<file path="config.mk">
export PLATFORM = sky130hd
export DESIGN_NAME = bist_pattern_harness
export DESIGN_NICKNAME = d
export VERILOG_FILES = /design/src/rtl/bist_harness_pkg.sv /design/src/rtl/bist_harness_misr.sv /design/src/rtl/bist_pattern_harness.sv
export SDC_FILE = /design/constraint.sdc
export NUM_CORES = 1
export LEC_CHECK = 0
export ABC_AREA = 1
export BUFFER_PORTS_ARGS = -buffer_cell sky130_fd_sc_hd__buf_2
export CAP_MARGIN = 20
export CORE_MARGIN = 5
export CORE_UTILIZATION = 30
export DETAILED_ROUTE_END_ITERATION = 8
export GPL_ROUTABILITY_DRIVEN = 0
export SYNTH_ARGS = -nofsm -noshare
export SYNTH_HDL_FRONTEND = slang
export SYNTH_SLANG_ARGS = --single-unit
</file>
<file path="constraint.sdc">
create_clock -name clk -period 2.2 [get_ports clk]
set_input_delay 0.44 -clock clk [delete_from_list [all_inputs] [get_ports clk]]
set_output_delay 0.44 -clock clk [all_outputs]
set_load 0.02 [all_outputs]
</file>
<file path="src/rtl/bist_harness_pkg.sv">
// Shared types and helpers for the BIST pattern harness: FSM states, default
// polynomials and the shift-with-parity-feedback step used by both LFSR and MISR.
package bist_harness_pkg;

    typedef enum logic [1:0] {
        ST_IDLE,
        ST_RUN,
        ST_FLUSH,
        ST_DONE
    } state_e;

    localparam int          MAX_W         = 64;
    localparam logic [7:0]  DEF_LFSR_POLY = 8'hB8;
    localparam logic [25:0] DEF_MISR_POLY = 26'h2000023;

    // Shift left, feed the parity of the tapped bits into bit 0, trim to w bits.
    function automatic logic [MAX_W-1:0] lfsr_next(input logic [MAX_W-1:0] st,
                                                   input logic [MAX_W-1:0] poly,
                                                   input int               w);
        logic [MAX_W-1:0] mask;
        mask = (w >= MAX_W) ? '1 : ((MAX_W'(1) << w) - MAX_W'(1));
        return {st[MAX_W-2:0], ^(st & poly)} & mask;
    endfunction

endpackage

</file>
<file path="src/rtl/bist_harness_misr.sv">
// Multiple-input signature register: folds data_i into the signature when en is
// high; clr wipes it at the start of a run.
module bist_misr
    import bist_harness_pkg::*;
#(
    parameter int           W    = 26,
    parameter logic [W-1:0] POLY = W'(DEF_MISR_POLY)
) (
    input  logic         clk,
    input  logic         rst_n,
    input  logic         clr,
    input  logic         en,
    input  logic [W-1:0] data_i,
    output logic [W-1:0] sig_o,
    output logic [W-1:0] sig_next_o
);

    logic [W-1:0] sig_q, sig_d;

    always_comb begin
        sig_d = sig_q;
        if (clr) begin
            sig_d = '0;
        end else if (en) begin
            sig_d = W'(lfsr_next(MAX_W'(sig_q), MAX_W'(POLY), W)) ^ data_i;
        end
    end

    always_ff @(posedge clk or negedge rst_n) begin
        if (!rst_n) begin
            sig_q <= '0;
        end else begin
            sig_q <= sig_d;
        end
    end

    assign sig_o      = sig_q;
    assign sig_next_o = sig_d;

endmodule

</file>
<file path="src/rtl/bist_pattern_harness.sv">
// Self-checking wrapper for combinational benchmark netlists: LFSR stimulus out,
// MISR compaction of the (optionally pipelined) response, golden compare.
module bist_pattern_harness
    import bist_harness_pkg::*;
#(
    parameter int              IN_W      = 8,
    parameter int              OUT_W     = 26,
    parameter int              CNT_W     = 16,
    parameter int              DUT_LAT   = 0,
    parameter logic [IN_W-1:0] LFSR_POLY = IN_W'(DEF_LFSR_POLY),
    parameter logic [OUT_W-1:0] MISR_POLY = OUT_W'(DEF_MISR_POLY),
    parameter logic [IN_W-1:0] LFSR_SEED = IN_W'(1)
) (
    input  logic             clk,
    input  logic             rst_n,
    input  logic             start,
    input  logic [CNT_W-1:0] num_patterns,
    input  logic [OUT_W-1:0] golden,
    output logic [IN_W-1:0]  pattern_o,
    input  logic [OUT_W-1:0] response_i,
    output logic             busy,
    output logic             done,
    output logic             pass,
    output logic [OUT_W-1:0] signature,
    output logic [CNT_W-1:0] applied
);

    // An all-zero LFSR would lock up, so a zero seed falls back to 1.
    localparam logic [IN_W-1:0] SEED = (LFSR_SEED == '0) ? IN_W'(1) : LFSR_SEED;

    state_e           state_q, state_d;
    logic [IN_W-1:0]  lfsr_q, lfsr_d, lfsr_step;
    logic [CNT_W-1:0] applied_q, applied_d, applied_inc;
    logic [CNT_W-1:0] capt_q, capt_d, np_q, np_d;
    logic [OUT_W-1:0] golden_q, golden_d, misr_next;
    logic             pass_q, pass_d, misr_clr, issue, capture;

    assign issue = (state_q == ST_RUN);

    // Capture lags issue by DUT_LAT cycles; a valid bit rides alongside each pattern.
    generate
        if (DUT_LAT == 0) begin : g_nolat
            assign capture = issue;
        end else begin : g_lat
            logic [DUT_LAT-1:0] vld_q, vld_d;
            always_comb begin
                vld_d = (vld_q << 1) | DUT_LAT'(issue);
            end
            always_ff @(posedge clk or negedge rst_n) begin
                if (!rst_n) begin
                    vld_q <= '0;
                end else begin
                    vld_q <= vld_d;
                end
            end
            assign capture = vld_q[DUT_LAT-1];
        end
    endgenerate

    always_comb begin
        state_d     = state_q;
        lfsr_d      = lfsr_q;
        applied_d   = applied_q;
        np_d        = np_q;
        golden_d    = golden_q;
        pass_d      = pass_q;
        misr_clr    = 1'b0;
        capt_d      = capt_q + CNT_W'(capture);
        applied_inc = applied_q + CNT_W'(1);
        lfsr_step   = IN_W'(lfsr_next(MAX_W'(lfsr_q), MAX_W'(LFSR_POLY), IN_W));
        case (state_q)
            ST_IDLE, ST_DONE: begin
                if (start) begin
                    np_d      = num_patterns;
                    golden_d  = golden;
                    lfsr_d    = SEED;
                    applied_d = '0;
                    capt_d    = '0;
                    misr_clr  = 1'b1;
                    if (num_patterns == '0) begin
                        state_d = ST_DONE;
                        pass_d  = (golden == '0);
                    end else begin
                        state_d = ST_RUN;
                        pass_d  = 1'b0;
                    end
                end
            end
            ST_RUN: begin
                applied_d = applied_inc;
                // The last pattern stays on pattern_o; the LFSR does not step past it.
                if (applied_inc == np_q) begin
                    if (DUT_LAT == 0) begin
                        state_d = ST_DONE;
                        pass_d  = (misr_next == golden_q);
                    end else begin
                        state_d = ST_FLUSH;
                    end
                end else begin
                    lfsr_d = lfsr_step;
                end
            end
            ST_FLUSH: begin
                if (capt_d == np_q) begin
                    state_d = ST_DONE;
                    pass_d  = (misr_next == golden_q);
                end
            end
            default: state_d = ST_IDLE;
        endcase
    end

    always_ff @(posedge clk or negedge rst_n) begin
        if (!rst_n) begin
            state_q   <= ST_IDLE;
            lfsr_q    <= SEED;
            applied_q <= '0;
            capt_q    <= '0;
            np_q      <= '0;
            golden_q  <= '0;
            pass_q    <= 1'b0;
        end else begin
            state_q   <= state_d;
            lfsr_q    <= lfsr_d;
            applied_q <= applied_d;
            capt_q    <= capt_d;
            np_q      <= np_d;
            golden_q  <= golden_d;
            pass_q    <= pass_d;
        end
    end

    bist_misr #(
        .W    (OUT_W),
        .POLY (MISR_POLY)
    ) u_misr (
        .clk        (clk),
        .rst_n      (rst_n),
        .clr        (misr_clr),
        .en         (capture),
        .data_i     (response_i),
        .sig_o      (signature),
        .sig_next_o (misr_next)
    );

    assign pattern_o = lfsr_q;
    assign applied   = applied_q;
    assign busy      = (state_q == ST_RUN) || (state_q == ST_FLUSH);
    assign done      = (state_q == ST_DONE);
    assign pass      = pass_q;

endmodule
</file>
==> impl_metrics.toml <==
[run_status]
status = "finished with violations"
violations = "negative setup slack"

[clock_tree]
clkLatencyLatePin_ns = 0.37
path_clk_slew_ns = 0.09
cts_buffers = 9
root_buffer = "clkbuf_16"
clockBufferDepth = 2
cts_tree = "done"
cts.sinks = 111
htree_num_levels = 3

[timing]
maxSlewHeadroom_pct = 60.8
worst_pin_slew_ns = 0.582
setup_tns_ns = -0.108
fmax_mhz = 442
hold_ws_ns = 0.308
finalCritPeriodShare_pct = 103
fin_worst_skew_ns = 0.0124
slew_violations = 0
min_period_ns = 2.26
setup_violations = 2
finalHoldViolCount = 0
rsz0062_at_grt = "true"
setup_ws_ns = -0.0617

[routing]
vias = 6595
vias_per_cell = 4.61
firstDrtPassIters = 5
routed_wl_mm = 21.0
ant_nets = 0
drtIter0Drc = 341
post_drt_wl_per_cell_um = 14.7
drcViolationCount = 0

[critical_path]
crit_top_cell = "nand2_1"
crit_type = "register to register"
critPathMaxFanout = 5
crit_arrival_ns = 2.52
cp_cell_sequence = "inv_2, ha_4, ha_4, buf_6, inv_4, nor2_4, nand2_4, buf_4, xor3_1, nand2_1, nor3_2, nand3_2, nand2_4, nand3_4, nand2_1, nand2_1"
critPathTopFamily = "simple AND/OR/NAND/NOR gates"
cp-end-kind = "register"
crit_required_ns = 2.46
path_buf_inv = 4
start_kind = "register"
critPathSlowestCell = "dfrtp_1"
cpPeakStageDelay_ns = 0.39

[power]
cellInternalPower_uw = 6260
vdd_drop_max_mv = 0.520
switching_share_pct = 47.8
power_density_nw_per_um2 = 1370
combPwrFrac_pct = 54.4
p_sw_uw = 5730
p_clk_share_pct = 14.1
p_seq_share_pct = 31.6
power_leakage_uw = 0.00460

[yosys]
netlist_instances = 964
synth_area_per_cell_um2 = 6.96
synth_nets = 1041
ys_seq_area_share_pct = 41.4
yosys.area.top_type = "dfrtp_1"
synth_flop_cell = "dfrtp_1"
yosysWarnings = 0
synth_edf_count = 0
ys_seq_elements = 111
netlist.area_leader.share_pct = 41.0
synthArstFlopShare_pct = 100
ys_types = 33
syn_area_um2 = 6710
synthTopCellsByArea = "dfrtp_1 (41%), nand2_1 (17%), inv_1 (9.0%)"

[floorplan]
start_util_pct = 30.6
rows = 54
fp.dieH_um = 160
core_um2 = 22000
io_pins = 124
die_w_um = 160
dieArea_um2 = 25500

[grt]
grt_max_degree = 52
grt_pass1_wl_mm = 33.0
antenna_found_initial = 0
track_usage_pct = 16.1
first_global_vias = 6307
grt-ovfl-total = 0

[finish]
multi_input_area_um2 = 3430
num-fill-cells = 2268
final_cell_mix = "nand2_1 (303), inv_1 (157), buf_2 (122)"
layout-drive-gt1-share_pct = 24.6
final_cells = 1432
num_antenna_cells = 0
finalNetCount = 1224
syn2layout_area_growth_pct = 30.5
regArea_um2 = 2780
layout_commonest_cell = "nand2_1"

[place]
portBuffers = 123
hpwlAfterDp_mm = 16.3
place_inst = 1401
dp_slack_ns = -0.293

[hold_path]
hp-class = "primary input to register"

[run]
drv_cap = 0
-- cell usage after synthesis (4+ instances only) --
| library cell | instances |
|---|---|
| dfrtp_1 | 110 |
| buf_2 | 6 |
| nand2_1 | 312 |
| nand4_1 | 26 |
| nand3_2 | 5 |
| nand3_1 | 71 |
| xnor2_1 | 17 |
| o21ai_1 | 10 |
| o21ai_0 | 44 |
| o22ai_1 | 14 |
| xor2_1 | 10 |
| o21ai_2 | 5 |
| nand2_2 | 7 |
| nand3b_1 | 12 |
| clkbuf_1 | 11 |
| nor4_1 | 4 |
| or2_2 | 4 |
| a21oi_1 | 15 |
| nor2_2 | 5 |
| o21bai_1 | 4 |
| inv_1 | 161 |
| ha_1 | 6 |
| nor2_1 | 90 |
-- worst reg2reg max path: cells and delay by family, from the launching register on --
family                     cells  cell delay (ns)
xor gates and xnor gates       1             0.23
adders and majority gates      2             0.32
DFF                            1             0.39
buffers and inverters          4             0.37
and+or+nand+nor                9             0.84
-- registers in the layout, summed over array words and instances (netlist names) --
name	cells
golden_q	26
capt_q	16
u_misr.sig_o	26
pass	1
applied	16
pattern_o	8
np_q	16
state_q	2
-- layer usage --
| metal | vias up | GRT usage, % | part of all wire (%) |
|---|---|---|---|
| met3 | 35 | 3.65 | 5.3 |
| met1 | 3022 | 21.6 | 47 |
| met5 | - | 0 | 0 |
| met2 | 157 | 25.8 | 46 |
| met4 | 0 | 5.25 | 2.5 |
| li1 | 3381 | - | - |
-- power groups by stage --
stage / registers [uW] / logic (uW) / clock network (uW)
after floorplan: 3980 / 3570 / 0
after global placement: 3790 / 5980 / 0
after detailed placement: 3800 / 6020 / 0
after CTS: 3780 / 6280 / 1730
after global routing: 3890 / 7260 / 1800
final: 3780 / 6510 / 1690
-- cell families after synthesis --
kind of cell,Yosys count,synth area share (%)
adders and majority gates,6,1.12
and+or+nand+nor,541,34.9
buffers and inverters,184,10.7
DFF,111,41.4
xor gates and xnor gates,29,4.21
AOI/OAI and AO/OA,93,7.66
-- metrics by stage --
stage          util (%)  cell area, um2  total power (uW)
3_5_place_dp       36.7            8060              9820
3_3_place_gp       36.7            8060              9770
5_1_grt            39.9            8760             13000
4_1_cts            38.9            8540             11800
2_1_floorplan         -            6710              7540
6_report           39.9            8760             12000
-- final timing paths --
path | startpoint | to | slack (ns) | cells past startpoint
max | state_q[1] | pass | -0.06 | 16
min | golden[19] | golden_q[19] | 0.31 | 3
max reg2reg | state_q[1] | pass | -0.06 | 16
min reg2reg | pass | pass | 0.49 | 2
max in group asynchronous | rst_n | pattern_o[0] | 1.03 | 3
min in group asynchronous | rst_n | np_q[11] | 0.53 | 2
-- repair_timing --
| item | 4_1_cts | 5_1_grt |
|---|---|---|
| buffers inserted | 9 | 6 |
| hold buffers | 1 | 0 |
| endpoints found under the hold margin | 22 | 0 |
| setup endpoints to repair | 4 | 14 |
| gates resized for setup | 25 | 48 |
| cloned | 0 | 1 |
| pin swaps | 14 | 33 |
-- area by class of cell --
cell class / instances / area share, %
inverters: 162 / 7.08
well taps: 280 / 4.00
multi-input cells: 669 / 39.1
clock inverters: 7 / 0.857
flip-flops and latches: 111 / 31.7
clock buffers: 9 / 2.57
repair buffers: 194 / 14.7
(Power assumes the default switching activity.)
